## config.mk

```make
export PLATFORM = sky130hd
export DESIGN_NAME = fft_bin_assembler
export DESIGN_NICKNAME = d
export VERILOG_FILES = /design/src/rtl/fft_bin_assembler.sv
export SDC_FILE = /design/constraint.sdc
export NUM_CORES = 1
export LEC_CHECK = 0
export ABC_AREA = 1
export ABC_CLOCK_PERIOD_IN_PS = 3300
export CORE_MARGIN = 5
export CORE_UTILIZATION = 25
export DETAILED_ROUTE_END_ITERATION = 7
export GPL_TIMING_DRIVEN = 0
export PLACE_DENSITY = 0.53
export SLEW_MARGIN = 20
export SYNTH_ARGS = -nofsm -noshare
export SYNTH_HDL_FRONTEND = slang
export SYNTH_SLANG_ARGS = --single-unit
```

## constraint.sdc

```tcl
create_clock -name clk -period 3.3 [get_ports clk]
set_input_delay 0.33 -clock clk [delete_from_list [all_inputs] [get_ports clk]]
set_output_delay 0.33 -clock clk [all_outputs]
set_load 0.01 [all_outputs]
```

## src/rtl/fft_bin_assembler.sv

```systemverilog
// Gathers a serial stream of FFT magnitude bins into a double-buffered 16-bin
// parallel frame for mel_filterbank, realigning on s_last after framing errors.
//
// state  | meaning
// FILL   | accepting bins into staging; a complete frame loads the output bank
// HOLD   | full frame waiting in staging; input stalled until the bank frees
// RESYNC | dropping beats until an s_last re-establishes frame alignment
module fft_bin_assembler #(
  parameter int NBINS = 16,
  parameter int DW    = 16
) (
  input  logic          clk,
  input  logic          rst,
  input  logic          s_valid,
  output logic          s_ready,
  input  logic [DW-1:0] s_data,
  input  logic          s_last,
  output logic [DW-1:0] fft_output_0,
  output logic [DW-1:0] fft_output_1,
  output logic [DW-1:0] fft_output_2,
  output logic [DW-1:0] fft_output_3,
  output logic [DW-1:0] fft_output_4,
  output logic [DW-1:0] fft_output_5,
  output logic [DW-1:0] fft_output_6,
  output logic [DW-1:0] fft_output_7,
  output logic [DW-1:0] fft_output_8,
  output logic [DW-1:0] fft_output_9,
  output logic [DW-1:0] fft_output_10,
  output logic [DW-1:0] fft_output_11,
  output logic [DW-1:0] fft_output_12,
  output logic [DW-1:0] fft_output_13,
  output logic [DW-1:0] fft_output_14,
  output logic [DW-1:0] fft_output_15,
  output logic          frame_valid,
  input  logic          frame_ack,
  output logic [7:0]    frame_count,
  output logic          err_sync
);

  typedef enum logic [1:0] {
    FILL   = 2'd0,
    HOLD   = 2'd1,
    RESYNC = 2'd2
  } state_t;

  localparam logic [3:0] LAST_IDX = 4'(NBINS - 1);

  state_t        state_q, state_d;
  logic [3:0]    wr_idx_q, wr_idx_d;
  logic          err_q, err_d;
  logic          frame_valid_q, frame_valid_d;
  logic [7:0]    frame_count_q, frame_count_d;
  logic [DW-1:0] staging_q [NBINS];
  logic [DW-1:0] out_q     [NBINS];

  logic accept, bank_free;
  logic stage_we, load_direct, load_stage, load;

  assign s_ready   = (state_q != HOLD);
  assign accept    = s_valid && s_ready;
  assign bank_free = !frame_valid_q || frame_ack;
  assign load      = load_direct || load_stage;

  always_ff @(posedge clk or negedge rst) begin
    if (!rst) begin
      state_q       <= FILL;
      wr_idx_q      <= '0;
      err_q         <= 1'b0;
      frame_valid_q <= 1'b0;
      frame_count_q <= '0;
    end else begin
      state_q       <= state_d;
      wr_idx_q      <= wr_idx_d;
      err_q         <= err_d;
      frame_valid_q <= frame_valid_d;
      frame_count_q <= frame_count_d;
    end
  end

  always_comb begin
    state_d     = state_q;
    wr_idx_d    = wr_idx_q;
    err_d       = 1'b0;
    stage_we    = 1'b0;
    load_direct = 1'b0;
    load_stage  = 1'b0;
    unique case (state_q)
      FILL: begin
        if (accept) begin
          if (wr_idx_q != LAST_IDX) begin
            if (s_last) begin
              wr_idx_d = '0;
              err_d    = 1'b1;
            end else begin
              stage_we = 1'b1;
              wr_idx_d = wr_idx_q + 4'd1;
            end
          end else if (!s_last) begin
            wr_idx_d = '0;
            err_d    = 1'b1;
            state_d  = RESYNC;
          end else begin
            wr_idx_d = '0;
            if (bank_free) begin
              load_direct = 1'b1;
            end else begin
              stage_we = 1'b1;
              state_d  = HOLD;
            end
          end
        end
      end
      HOLD: begin
        if (bank_free) begin
          load_stage = 1'b1;
          state_d    = FILL;
        end
      end
      RESYNC: begin
        if (accept && s_last) begin
          wr_idx_d = '0;
          state_d  = FILL;
        end
      end
      default: state_d = FILL;
    endcase
  end

  // A load overrides a same-edge ack so the new frame stays presented.
  always_comb begin
    frame_valid_d = frame_valid_q;
    frame_count_d = frame_count_q;
    if (load) begin
      frame_valid_d = 1'b1;
      frame_count_d = frame_count_q + 8'd1;
    end else if (frame_ack) begin
      frame_valid_d = 1'b0;
    end
  end

  always_ff @(posedge clk) begin
    if (stage_we) staging_q[wr_idx_q] <= s_data;
  end

  // On a direct load the final bin bypasses staging and comes straight off s_data.
  always_ff @(posedge clk or negedge rst) begin
    if (!rst) begin
      for (int k = 0; k < NBINS; k++) out_q[k] <= '0;
    end else if (load) begin
      for (int k = 0; k < NBINS; k++)
        out_q[k] <= (load_direct && k == NBINS - 1) ? s_data : staging_q[k];
    end
  end

  assign fft_output_0  = out_q[0];
  assign fft_output_1  = out_q[1];
  assign fft_output_2  = out_q[2];
  assign fft_output_3  = out_q[3];
  assign fft_output_4  = out_q[4];
  assign fft_output_5  = out_q[5];
  assign fft_output_6  = out_q[6];
  assign fft_output_7  = out_q[7];
  assign fft_output_8  = out_q[8];
  assign fft_output_9  = out_q[9];
  assign fft_output_10 = out_q[10];
  assign fft_output_11 = out_q[11];
  assign fft_output_12 = out_q[12];
  assign fft_output_13 = out_q[13];
  assign fft_output_14 = out_q[14];
  assign fft_output_15 = out_q[15];

  assign frame_valid = frame_valid_q;
  assign frame_count = frame_count_q;
  assign err_sync    = err_q;

endmodule

```

==> qor.log, run 1 <==
qor: synth.total_nets_after_synthesis 1575
qor: setup_path.critPathCaptureType flop
qor: setup_path.cp.required 3610 ps
qor: global_routing.pin_count_of_the_biggest_net_entering_global_routing 78
qor: floorplanning.die_y 286 um
qor: power_and_ir_drop.p_int 0.0153 W
qor: clock_network.clk_pin_slew_worst_paths 60 ps
qor: setup_path.worstRegToRegCells 9
qor: synth.post_synth_inst_count 1549
qor: global_routing.globalRoute.totalOverflow 0
qor: power_and_ir_drop.switching_share 30.5%
qor: setup_path.r2r_slack 300 ps
qor: place.detailedPlacementHpwl 44.8 mm
qor: clock_network.clock_tree.root_cell clkbuf_16
qor: finish.syn_to_final_growth 34.3%
qor: clock_network.numClockSinks 528
qor: setup_path.critPathMaxFanout 10
qor: routing.first_pass_iters 5
qor: sta.final.period_utilization 90.8%
qor: clock_network.clockBufferDepth 3
qor: routing.avgViaCountPerCell 4.43
qor: setup_path.crit_arrival 3310 ps
qor: global_routing.grt_pass1_wl 91.7 mm
qor: place.port_buffers 287
qor: routing.drt_wl_total 62.7 mm
qor: sta.worst_slew_pin_slew 998 ps
qor: global_routing.first_global_vias 13700
qor: synth.syn_area 19100 um2
qor: power_and_ir_drop.total_switching_power 0.00670 W
qor: clock_network.tritoncts built
qor: floorplanning.die_area 81900 um2
qor: setup_path.critPathMostFrequentCell buf_4
qor: routing.ant_nets 0
qor: sta.timing.final.crit_period 3000 ps
qor: power_and_ir_drop.post-layout-total-power 0.0220 W
qor: global_routing.grt_antenna_before_repair 6
qor: power_and_ir_drop.power_density 859 nW/um2
qor: place.place.gp.congestion 0.804
qor: floorplanning.floorplan.die.width 286 um
qor: floorplanning.io_pins 288
qor: sta.fin_skew 37.6 ps
qor: place.placed_cells_incl_taps 2857
qor: clock_network.h-tree-depth 2
qor: setup_path.path_delay_family buffers and inverters
qor: status.outcome complete, no violations
qor: setup_path.critical_path.startpoint_type flop
qor: power_and_ir_drop.static-leakage-power 10.8 nW
qor: global_routing.grt.total_usage 15.0%
qor: hold_path.worstHoldEndpoint staging_q[5][13]
qor: floorplanning.core-area 75800 um2
qor: finish.design.final.nets 1965
qor: clock_network.cts.hold.buffers_added 2
qor: sta.achievable-frequency 334 MHz
qor: hold_path.hold_path.startpoint s_data[13]
qor: hold_path.worstHoldPathCells 1
qor: clock_network.clkLatencyLatePin 610 ps
qor: sta.max_slew_margin 33.3%
qor: routing.vias 13200
qor: finish.final_cell_mix nand2_1 (551), nand3_1 (305), dfrtp_1 (272)
qor: sta.rsz0062_at_grt no
qor: sta.report.final.setup_viol 0
qor: hold_path.hp-class input pin to flop
qor: clock_network.post_cts_resized 0
qor: synth.synth-seq-cells 528
qor: power_and_ir_drop.comb_power_share 28.9%
qor: power_and_ir_drop.p_clk_share 28.0%
qor: floorplanning.std_cell_rows 101
qor: floorplanning.start_util 25.1%
qor: synth.ys_seq_area_share 76.0%
qor: setup_path.criticalPathCategory flop to flop
qor: job.maxCapViolations 0
qor: synth.post_synth.cell_area_avg 12.3 um2
qor: finish.fillerInstances 7526
qor: clock_network.post_cts_buffers 0
qor: finish.layout.cells.most_common nand2_1
qor: setup_path.cp_cell_instances ha_1, inv_1, nor2_1, o21ai_0, nand3_1, clkbuf_1, nor3_2, buf_4, buf_4
qor: power_and_ir_drop.share_seq_of_total_power 43.1%
qor: synth.synth_cell_type_count 23
qor: setup_path.timing.critical_path.slowest_stage_cell nor3_2
qor: sta.final_hold_viol_count 0
qor: synth.synthesis.yosys.warnings 0
qor: routing.route.detailed.wl_per_inst 21.1 um
qor: routing.remaining_drc_errors 0
qor: finish.layoutNonFillerInstCount 2967
qor: sta.timing_max_transition_violations_final 0
qor: setup_path.max_stage_delay 490 ps
qor: power_and_ir_drop.vdd.ir_drop.worst 497 uV
qor: clock_network.cts_inserted_buffers 56
qor: routing.detailedRoute.firstIterationViolations 869
qor: setup_path.crit_buf_inv 4
qor: finish.drive_above_1_share 11.4%
qor: setup_path.worstReg2RegEnd staging_q[14][5]
qor: setup_path.timing.rr.start wr_idx_q[0]
[final cells by class]
type / instances / area (um2) / area share, %
Sequential cell: 528 / 14500 / 56.6
Clock buffer: 89 / 1670 / 6.51
Clock inverter: 17 / 128 / 0.499
Inverter: 22 / 82.6 / 0.323
Antenna cell: 2 / 5.00 / 0.0195
Tap cell: 978 / 1220 / 4.78
Timing Repair Buffer: 332 / 3430 / 13.4
Multi-Input combinational cell: 910 / 4010 / 15.6
Buffer: 89 / 563 / 2.20
[how the worst max path moves through the flow]
stage / from / end / slack, ps / cells after the start
floorplan: wr_idx_q[0] / staging_q[0][0] / 520 / 7
global placement: rst / fft_output_13[7] / -10570 / 1
detailed placement: s_last / staging_q[14][1] / -7 / 8
CTS: wr_idx_q[0] / staging_q[14][5] / 210 / 9
global route: wr_idx_q[0] / staging_q[14][3] / 50 / 9
finish: wr_idx_q[0] / staging_q[14][5] / 300 / 9
[metal layers]
layer / global-route usage (%) / wire length [um]
met1: 19.6 / 26700
met2: 24.7 / 29700
met3: 3.92 / 4310
met4: 4.64 / 1880
met5: 0 / 23
[worst reg2reg max path, cell delays in order (launching register included)]
cell	delay, ps
dfrtp_1	390
ha_1	250
inv_1	190
nor2_1	120
o21ai_0	80
nand3_1	280
clkbuf_1	380
nor3_2	490
buf_4	300
buf_4	220
[stage by stage]
stage / cell area [um2] / hold slack [ps] / setup WS [ps] / setup TNS (ps) / util, %
2_1_floorplan: 19100 / 34.4 / 518 / 0 / -
3_5_place_dp: 23800 / 306 / -7.16 / -53.3 / 31.4
3_3_place_gp: 23200 / 423 / -10570 / -3090260 / 30.5
4_1_cts: 25600 / 109 / 205 / 0 / 33.8
5_1_grt: 25600 / 121 / 47.4 / 0 / 33.8
6_report: 25600 / 164 / 302 / 0 / 33.8
[sequential cells by signal, indices dropped and copies added (netlist names)]
| name | flops |
|---|---|
| fft_output_15 | 16 |
| fft_output_9 | 16 |
| fft_output_14 | 16 |
| fft_output_10 | 16 |
| fft_output_3 | 16 |
| fft_output_13 | 16 |
| fft_output_11 | 16 |
| err_sync | 1 |
| wr_idx_q | 4 |
| fft_output_12 | 16 |
| fft_output_1 | 16 |
| fft_output_2 | 16 |
| fft_output_7 | 16 |
| fft_output_6 | 16 |
| state_q | 2 |
| fft_output_5 | 16 |
| frame_valid | 1 |
| fft_output_4 | 16 |
| staging_q | 256 |
| fft_output_8 | 16 |
| fft_output_0 | 16 |
| frame_count | 8 |
[synthesized netlist by cell type]
cell | number | share of area [%]
edfxtp_1 | 256 | 40
buf_2 | 36 | 0.95
xor2_1 | 3 | 0.14
buf_6 | 24 | 1.4
ha_1 | 5 | 0.33
nor2_2 | 2 | 0.066
a22oi_1 | 1 | 0.039
nand4_1 | 1 | 0.033
buf_1 | 22 | 0.43
inv_2 | 2 | 0.039
nor2_1 | 11 | 0.22
nand2_2 | 3 | 0.098
a21oi_1 | 1 | 0.026
dfrtp_1 | 272 | 36
buf_4 | 1 | 0.039
inv_1 | 20 | 0.39
nor2_4 | 2 | 0.12
nand2_1 | 551 | 11
nand3_1 | 305 | 8.0
o21ai_0 | 6 | 0.16
nor3_1 | 18 | 0.47
clkbuf_1 | 6 | 0.12
nand3b_1 | 1 | 0.039
[power groups by stage]
stage          clock [W]  sequential (W)  combinational [W]
2_1_floorplan          0         0.00997            0.00188
3_3_place_gp           0         0.00959            0.00626
3_5_place_dp           0         0.00960            0.00644
4_1_cts          0.00634         0.00949            0.00649
5_1_grt          0.00662         0.00965            0.00691
6_report         0.00616         0.00947            0.00635
[kinds of logic after synthesis]
kind of cell / count (synthesis) / synth area share [%]
simple gates: 894 / 19.9
flops: 528 / 76.0
buf+inv: 111 / 3.39
compound gates: 8 / 0.223
fa+ha+maj: 5 / 0.328
xor+xnor: 3 / 0.138
Note: power is estimated with default switching activity, not from simulation.
==> run 2: changes to the inputs <==
- ABC_AREA: 1 -> unset
- CORE_ASPECT_RATIO: unset -> 0.75
==> run 2 against run 1 <==
  * Register-to-register slack about the same
  * Synthesized cell count down 6.2%
  * Non-clock buffer count down 40
  * Utilization up 0.061 points
  * Routed wire length down 7.6%
  * Combinational power down 93%
  * Maximum frequency about the same
  * Total power down 38%
  * Largest cell class unchanged
  * Highest routed layer unchanged
==> qor.log, run 2 <==
qor: status.outcome complete, no violations
qor: routing.vias 12000
qor: finish.layout.cells.most_common nand2_1
qor: global_routing.grt_pass1_wl 83.7 mm
qor: synth.synth_top_cell_by_area edfxtp_1
qor: power_and_ir_drop.p_int 0.0107 W
qor: global_routing.pin_count_of_the_biggest_net_entering_global_routing 87
qor: power_and_ir_drop.post-layout-total-power 0.0136 W
qor: power_and_ir_drop.vdd.ir_drop.worst 338 uV
qor: setup_path.timing.rr.start wr_idx_q[0]
qor: power_and_ir_drop.switching_share 21.4%
qor: power_and_ir_drop.static-leakage-power 10.9 nW
qor: power_and_ir_drop.power_density 548 nW/um2
qor: clock_network.clkLatencyLatePin 590 ps
qor: place.placed_area 23000 um2
qor: setup_path.critPathCaptureType flop
qor: sta.final_hold_viol_count 0
qor: setup_path.critPathMaxFanout 10
qor: clock_network.post_cts_buffers 0
qor: place.place.gp.congestion 0.740
qor: setup_path.worstReg2RegEnd staging_q[0][12]
qor: synth.synth-async-reset-ratio 51.5%
qor: sta.final.hold.worst_slack 74.6 ps
qor: clock_network.post_cts_resized 0
qor: floorplanning.floorplan.die.width 323 um
qor: finish.syn_to_final_growth 34.7%
qor: power_and_ir_drop.total_switching_power 0.00290 W
qor: floorplanning.die_y 245 um
qor: floorplanning.die_area 79100 um2
qor: setup_path.critical_path.startpoint_type flop
qor: setup_path.cp_cell_instances ha_1, nand4_1, o21ai_0, nand3_1, nor3_2, buf_4
qor: clock_network.clock_tree.root_cell clkbuf_16
qor: global_routing.grt_antenna_before_repair 16
qor: hold_path.worstHoldPathCells 2
qor: clock_network.h-tree-depth 2
qor: synth.synth_cell_type_count 31
qor: sta.totalNegativeSetupSlack 0 ps
qor: sta.final.setup.worst_slack 304 ps
qor: routing.ant_nets 0
qor: sta.rsz0062_at_grt no
qor: clock_network.cts.hold.buffers_added 1
qor: sta.achievable-frequency 334 MHz
qor: setup_path.r2r_slack 300 ps
qor: setup_path.worstRegToRegCells 6
qor: job.maxCapViolations 0
qor: synth.syn_area 18400 um2
qor: global_routing.grt.total_usage 14.5%
qor: finish.drive_above_1_share 10.6%
qor: global_routing.globalRoute.totalOverflow 0
qor: place.detailedPlacementHpwl 40.5 mm
qor: clock_network.clockBufferDepth 3
qor: routing.route.detailed.wl_per_inst 20.4 um
qor: synth.most_used_flip_flop_cell_after_synthesis dfrtp_1
qor: sta.report.final.setup_viol 0
qor: synth.post_synth.cell_area_avg 12.6 um2
qor: setup_path.timing.critical_path.slowest_stage_cell nor3_2
qor: clock_network.tritoncts built
qor: clock_network.cts_inserted_buffers 54
qor: synth.synthesis.yosys.warnings 0
qor: routing.avgViaCountPerCell 4.23
qor: synth.post-synth-top-count-cell nand2_1
qor: synth.synth_edf_count 256
qor: clock_network.clk_pin_slew_worst_paths 60 ps
qor: synth.top_cells_by_count_synth nand2_1 (763), dfrtp_1 (272), edfxtp_1 (256)
qor: setup_path.cp.required 3600 ps
qor: setup_path.criticalPathCategory flop to flop
qor: finish.design.final.nets 1853
qor: sta.final.period_utilization 90.8%
qor: global_routing.first_global_vias 12100
qor: place.dp_slack 217 ps
qor: power_and_ir_drop.comb_power_share 3.1%
qor: synth.ys_seq_area_share 78.9%
qor: sta.fin_skew 23.4 ps
qor: sta.worst_slew_pin_slew 1040 ps
qor: sta.timing.final.crit_period 3000 ps
qor: floorplanning.start_util 25.1%
qor: setup_path.max_stage_delay 610 ps
qor: routing.detailedRoute.firstIterationViolations 891
qor: finish.largest_register_ff_count 256
qor: synth.total_nets_after_synthesis 1479
qor: hold_path.worstHoldEndpoint wr_idx_q[1]
qor: finish.post-route-cell-area 24800 um2
qor: power_and_ir_drop.share_seq_of_total_power 51.7%
qor: floorplanning.core-area 73200 um2
qor: sta.timing_max_transition_violations_final 0
qor: power_and_ir_drop.p_clk_share 45.2%
qor: finish.final_cell_mix nand2_1 (763), dfrtp_1 (272), clkdlybuf4s50_1 (270)
qor: routing.first_pass_iters 5
qor: synth.synth-seq-cells 528
qor: floorplanning.io_pins 288
qor: setup_path.crit_arrival 3290 ps
qor: place.port_buffers 286
qor: synth.post_synth_inst_count 1453
qor: finish.max_flop_register staging_q
qor: routing.drt_wl_total 57.9 mm
qor: clock_network.numClockSinks 528
qor: synth.ranking_of_synthesized_cells_by_area edfxtp_1 (42%), dfrtp_1 (37%), nand2_1 (16%)
qor: hold_path.hold_path.startpoint s_last
qor: synth.share_of_the_synthesized_area_in_the_top_cell_type 41.8%
qor: floorplanning.std_cell_rows 86
qor: routing.remaining_drc_errors 0
qor: hold_path.hp-class input pin to flop
qor: sta.max_slew_margin 30.6%
run 2: final cells by class:
class | count | area, um2
Tap cell | 968 | 1210
Inverter | 6 | 22.5
Antenna cell | 3 | 7.51
Fill cell | 7259 | 48400
Buffer | 63 | 358
Multi-Input combinational cell | 856 | 3560
Clock inverter | 15 | 166
Clock buffer | 85 | 1610
Sequential cell | 528 | 14500
Timing Repair Buffer | 318 | 3320
run 2: cell families after synthesis:
family / count (synthesis) / synth area share (%)
and+or+nand+nor: 810 / 17.0
DFF: 528 / 78.9
buffers and inverters: 69 / 2.07
AOI/OAI and AO/OA: 33 / 1.36
xor gates and xnor gates: 8 / 0.381
adders and majority gates: 5 / 0.340
run 2: how the worst max path moves through the flow:
stage                start                end  slack [ps]  depth (start not counted)
2_1_floorplan  wr_idx_q[0]   staging_q[15][0]         380                          3
4_1_cts        wr_idx_q[0]   staging_q[0][14]         270                          6
3_3_place_gp           rst  fft_output_12[11]      -10470                          1
3_5_place_dp     frame_ack   staging_q[0][13]         220                          6
6_report       wr_idx_q[0]   staging_q[0][12]         300                          6
5_1_grt        wr_idx_q[0]   staging_q[0][14]          80                          6
run 2: worst max-delay path: cells and delay by family (launching register included):
kind                     cells  cell delay, ps
AND/OR/NAND/NOR              3            1180
flip-flops                   1             470
AO/OA/AOI/OAI                1             450
buffers and inverters        1             320
adder cells (fa/ha/maj)      1             270
run 2: stage by stage:
stage	instances	util [%]
2_1_floorplan	1453	-
3_3_place_gp	2707	30.7
3_5_place_dp	2738	31.4
4_1_cts	2839	33.8
5_1_grt	2839	33.8
6_report	2842	33.8
run 2: power groups by stage:
| stage | combinational [W] | sequential [W] | clock [W] |
|---|---|---|---|
| 4_1_cts | 0.000436 | 0.00702 | 0.00633 |
| 3_3_place_gp | 0.000365 | 0.00716 | 0 |
| 3_5_place_dp | 0.000434 | 0.00715 | 0 |
| 6_report | 0.000420 | 0.00702 | 0.00614 |
| 2_1_floorplan | 0.0000720 | 0.00715 | 0 |
| 5_1_grt | 0.000460 | 0.00702 | 0.00662 |
run 2: metal layers:
metal  global-route usage (%)  wire (um)
met1                     20.8      26300
met4                     2.72        850
met2                     22.3      25800
met3                     3.83       5000
met5                        0         20
